## config.mk

```make
export PLATFORM = sky130hd
export DESIGN_NAME = ct_f_spsram_256x23_ctrl
export DESIGN_NICKNAME = d
export VERILOG_FILES = /design/src/rtl/ct_f_spsram_256x23_ctrl.sv
export SDC_FILE = /design/constraint.sdc
export NUM_CORES = 1
export LEC_CHECK = 0
export ABC_AREA = 0
export BUFFER_PORTS_ARGS = -buffer_cell sky130_fd_sc_hd__buf_2
export CORE_AREA = 2 2 128 142
export CTS_BUF_LIST = sky130_fd_sc_hd__clkbuf_16
export DETAILED_ROUTE_END_ITERATION = 7
export DIE_AREA = 0 0 130 144
export SLEW_MARGIN = 25
export SYNTH_ARGS = -nofsm -noshare
export SYNTH_HDL_FRONTEND = slang
export SYNTH_SLANG_ARGS = --single-unit
```

## constraint.sdc

```tcl
create_clock -name forever_cpuclk -period 2 [get_ports forever_cpuclk]
set_clock_uncertainty 0.2 [all_clocks]
set_input_delay 0 -clock forever_cpuclk [delete_from_list [all_inputs] [get_ports forever_cpuclk]]
set_output_delay 0 -clock forever_cpuclk [all_outputs]
set_load 0.02 [all_outputs]
```

## src/rtl/ct_f_spsram_256x23_ctrl.sv

```systemverilog
// Access controller for the 256x23 single-port tag SRAM: init/invalidate sweep,
// valid/ready read/write serialisation, and read-modify-write for partial masks.
module ct_f_spsram_256x23_ctrl #(
  parameter int                    ADDR_WIDTH = 8,
  parameter int                    DATA_WIDTH = 23,
  parameter int                    DEPTH      = 256,
  parameter logic [DATA_WIDTH-1:0] INIT_VAL   = '0
) (
  input  logic                  forever_cpuclk,
  input  logic                  cpurst_b,
  input  logic                  inv_all_req,
  output logic                  inv_busy,
  input  logic                  req_vld,
  output logic                  req_rdy,
  input  logic                  req_wr,
  input  logic [ADDR_WIDTH-1:0] req_addr,
  input  logic [DATA_WIDTH-1:0] req_wdata,
  input  logic [DATA_WIDTH-1:0] req_wmask,
  output logic                  rsp_vld,
  output logic [DATA_WIDTH-1:0] rsp_rdata,
  output logic                  ram_cen,
  output logic                  ram_gwen,
  output logic [DATA_WIDTH-1:0] ram_wen,
  output logic [ADDR_WIDTH-1:0] ram_a,
  output logic [DATA_WIDTH-1:0] ram_d,
  input  logic [DATA_WIDTH-1:0] ram_q
);

  typedef enum logic [1:0] {SWEEP, IDLE, RMW} state_e;

  state_e                state_q;
  logic [ADDR_WIDTH-1:0] cnt_q;
  logic                  inv_pend_q;
  logic [ADDR_WIDTH-1:0] stash_a_q;
  logic [DATA_WIDTH-1:0] stash_d_q, stash_m_q;
  logic                  rsp_vld_q;
  // Last driven SRAM pin values, replayed while the array is deselected
  logic [ADDR_WIDTH-1:0] a_q;
  logic [DATA_WIDTH-1:0] d_q;
  logic                  gwen_q, wen_q;

  logic acc, acc_rd, acc_full, acc_part;
  logic wen_b;

  assign inv_busy  = (state_q == SWEEP);
  assign req_rdy   = (state_q == IDLE) && !inv_all_req && !inv_pend_q;
  assign acc       = req_vld && req_rdy;
  assign acc_rd    = acc && !req_wr;
  assign acc_full  = acc && req_wr && (&req_wmask);
  assign acc_part  = acc && req_wr && !(&req_wmask);
  assign rsp_vld   = rsp_vld_q;
  assign rsp_rdata = ram_q;
  assign ram_wen   = {DATA_WIDTH{wen_b}};

  always_comb begin
    ram_cen  = 1'b1;
    ram_gwen = gwen_q;
    wen_b    = wen_q;
    ram_a    = a_q;
    ram_d    = d_q;
    case (state_q)
      SWEEP: begin
        ram_cen  = 1'b0;
        ram_gwen = 1'b0;
        wen_b    = 1'b0;
        ram_a    = cnt_q;
        ram_d    = INIT_VAL;
      end
      IDLE: begin
        if (acc_rd || acc_part) begin
          ram_cen  = 1'b0;
          ram_gwen = 1'b1;
          ram_a    = req_addr;
        end else if (acc_full) begin
          ram_cen  = 1'b0;
          ram_gwen = 1'b0;
          wen_b    = 1'b0;
          ram_a    = req_addr;
          ram_d    = req_wdata;
        end
      end
      RMW: begin
        ram_cen  = 1'b0;
        ram_gwen = 1'b0;
        wen_b    = 1'b0;
        ram_a    = stash_a_q;
        ram_d    = (ram_q & ~stash_m_q) | (stash_d_q & stash_m_q);
      end
      default: ;
    endcase
  end

  always_ff @(posedge forever_cpuclk or negedge cpurst_b) begin
    if (!cpurst_b) begin
      state_q    <= SWEEP;
      cnt_q      <= '0;
      inv_pend_q <= 1'b0;
      stash_a_q  <= '0;
      stash_d_q  <= '0;
      stash_m_q  <= '0;
      rsp_vld_q  <= 1'b0;
      a_q        <= '0;
      d_q        <= INIT_VAL;
      gwen_q     <= 1'b0;
      wen_q      <= 1'b0;
    end else begin
      rsp_vld_q <= acc_rd;
      if (!ram_cen) begin
        a_q    <= ram_a;
        d_q    <= ram_d;
        gwen_q <= ram_gwen;
        wen_q  <= wen_b;
      end
      case (state_q)
        SWEEP: begin
          // inv_all_req is ignored here: the running sweep already covers it
          if (cnt_q == ADDR_WIDTH'(DEPTH - 1)) begin
            cnt_q   <= '0;
            state_q <= IDLE;
          end else begin
            cnt_q <= cnt_q + 1'b1;
          end
        end
        IDLE: begin
          if (inv_all_req || inv_pend_q) begin
            inv_pend_q <= 1'b0;
            state_q    <= SWEEP;
          end else if (acc_part) begin
            stash_a_q <= req_addr;
            stash_d_q <= req_wdata;
            stash_m_q <= req_wmask;
            state_q   <= RMW;
          end
        end
        RMW: begin
          if (inv_all_req) inv_pend_q <= 1'b1;
          state_q <= IDLE;
        end
        default: state_q <= SWEEP;
      endcase
    end
  end

endmodule
```

==> results.toml <==
[pwr]
power_density_nw_per_um2 = 1030
ir_drop_mv = 0.495
power.leakage_nw = 3.67
finalPower_mw = 8.02

[place]
gp_congestion = 0.776
dp_hpwl_mm = 10.4
io_buffers = 163
postPlaceCellArea_um2 = 6300

[status]
violations = "negative setup slack"
run_status = "complete, but fails checks"

[cells_and_area]
syn2layout_area_growth_pct = 47.0
fin_area_um2 = 7770
utilization_pct = 44.6
final_nets = 770
layout-drive-gt1-share_pct = 45.0
antennaDiodeCount = 0

[grt]
grt_pass1_vias = 4630
grt_usage_pct = 16.6
grt_max_degree = 44
grt_pass1_wl_mm = 23.7
gr-total-overflow = 0
antenna_found_initial = 0

[setup_path]
worst_ep_required_time_ns = 1.80
crit_arrival_ns = 2.26
max_stage_delay_ns = 0.49
criticalPathCategory = "flop to output port"
crit_start = "state_q[1]"
worstPathCellList = "nor4b_4 -> buf_4 -> nand2_8 -> mux2_2 -> mux4_2 -> buf_6"
path_max_fanout = 7
crit_slowest_cell = "mux4_2"
critPathLaunchType = "flop"
timing.rr.start = "state_q[1]"
reg2reg_depth = 5
end_kind = "output port"

[clocking]
cts_sinks = 99
cts_buffers = 9
htree_levels = 3
clkTransAtPathRegs_ns = 0.06
clock_latency_ns = 0.35
cts_tree = "built"
cts-root-buf = "clkbuf_16"
cts_buffer_depth = 2

[detailed_routing]
drt-pass1-iter-count = 4
route.met2.wl_mm = 7.80
drt-total-wl_mm = 15.5
routed.top_layer = "met4"
drc = 0
met3WireLength_um = 704
drtIter0Drc = 146
wl_met1_mm = 6.51
via_per_inst = 4.82
wl_per_cell_um = 16.6
vias = 4477
ant_nets = 0

[die]
io_pins = 164
start_util_pct = 30.3
row_count = 51
dieArea_um2 = 18700
core_um2 = 17400
die_w_um = 130
die_y_um = 144

[hold_path]
hp-class = "primary input to async pin"

[timing]
layout_min_cycle_time_ns = 2.46
slew_violations = 0
slew_headroom_pct = 67.1
rsz0062_at_grt = "yes"
post-route-period-util_pct = 123
hold_violations = 0
tightestPinTransition_ns = 0.489
fmax_mhz = 407
setup_viol = 123
setup_ws_ns = -0.459

[synth]
netlist_area_um2 = 5280
syn_area_per_cell_um2 = 11.7
synthFlopType = "dfrtp_1"
synth_edf_count = 0
yosys.area.top_type = "dfrtp_1"
ys_top_cells_by_area = "dfrtp_1 47%, mux2_2 9.2%, mux2_1 8.7%"
syn_inst = 450
async_flop_share_pct = 100
ys_warn_count = 0
synthDistinctLibCells = 34
yosysMostFrequentCell = "dfrtp_1"
yosysSeqAreaShare_pct = 46.9
synth_top_area_share_pct = 46.9
synth-seq-cells = 99
syn-num-nets = 533
synth_top_cells_by_count = "99 x dfrtp_1, 51 x o211ai_1, 48 x buf_4"

[run]
cap_violations = 0
==> where the power goes <==
part	internal (mW)	total [mW]	switching, mW
logic	1.71	3.10	1.38
clock network	0.955	1.71	0.759
registers	2.74	3.21	0.464
total	5.41	8.02	2.61
==> layout by cell type (no fill, tap or decap), types with 12 or more instances in the layout <==
| master | n |
|---|---|
| mux4_2 | 12 |
| dfrtp_1 | 98 |
| buf_4 | 46 |
| nand4_1 | 16 |
| mux2_2 | 43 |
| buf_2 | 148 |
| mux2_1 | 40 |
| buf_6 | 13 |
| nand2_1 | 41 |
| nand3_2 | 14 |
| o211ai_1 | 51 |
| dlygate4sd3_1 | 82 |
==> through the flow <==
| stage | hold WS, ns | TNS, ns | setup WS (ns) | instances |
|---|---|---|---|---|
| floorplan | -0.496 | -38.48 | -0.343 | 450 |
| global placement | -0.230 | -2.20 | -0.0710 | 814 |
| detailed placement | -0.228 | -5.31 | -0.124 | 814 |
| CTS | 0.0113 | -26.83 | -0.504 | 921 |
| global route | 0.0217 | -34.64 | -0.545 | 929 |
| finish | 0.00367 | -21.18 | -0.459 | 929 |
==> layer usage <==
layer	GRT usage, %	up-vias
met5	0	-
met4	7.92	0
met3	2.37	27
met2	28.5	136
met1	20.6	2204
li1	-	2110
==> worst max-delay path, delay by kind of cell (launching register included) <==
family | cells | cell delay, ns
buffers and inverters | 2 | 0.34
DFF | 1 | 0.41
muxes | 2 | 0.78
and+or+nand+nor | 2 | 0.37
==> worst paths after layout <==
kind / end / slack, ns
worst max-delay path: ram_a[4] / -0.46
worst min-delay path: d_q[4] / 0.004
worst max register to register: stash_d_q[5] / -0.18
worst min register to register: stash_d_q[14] / 0.28
max in group asynchronous: a_q[6] / 1.22
min in group forever_cpuclk: a_q[3] / 0.11
==> kinds of logic after synthesis <==
kind of cell | synth area share [%]
xor+xnor | 0.829
mux | 23.0
fa+ha+maj | 0.237
compound gates | 9.47
buf+inv | 9.50
simple gates | 10.1
flops | 46.9
==> area by class of cell <==
cell class / count / area (µm²)
fill: 1598 / 9650
sequential: 99 / 2480
multi-input combinational: 275 / 2420
timing repair buffer: 299 / 2270
tap: 238 / 298
clock buffer: 9 / 225
clock inverter: 6 / 56.3
inverter: 3 / 11.3
==> flip-flops by register name, indices dropped and copies added, names as in the netlist <==
signal	cells
rsp_vld	1
gwen_q	1
d_q	23
wen_q	1
stash_d_q	23
stash_m_q	23
cnt_q	8
a_q	8
inv_pend_q	1
stash_a_q	8
state_q	2
==> timing repair <==
| item | CTS | global route |
|---|---|---|
| gates resized for setup | 28 | 20 |
| endpoints found under the setup margin | 116 | 135 |
| gates cloned | 2 | 2 |
| hold buffers | 83 | 0 |
| setup buffers | 7 | 10 |
| pin swaps | 6 | 18 |
| hold endpoints to repair | 187 | 0 |
No activity file was read; power rests on OpenSTA's default activity.
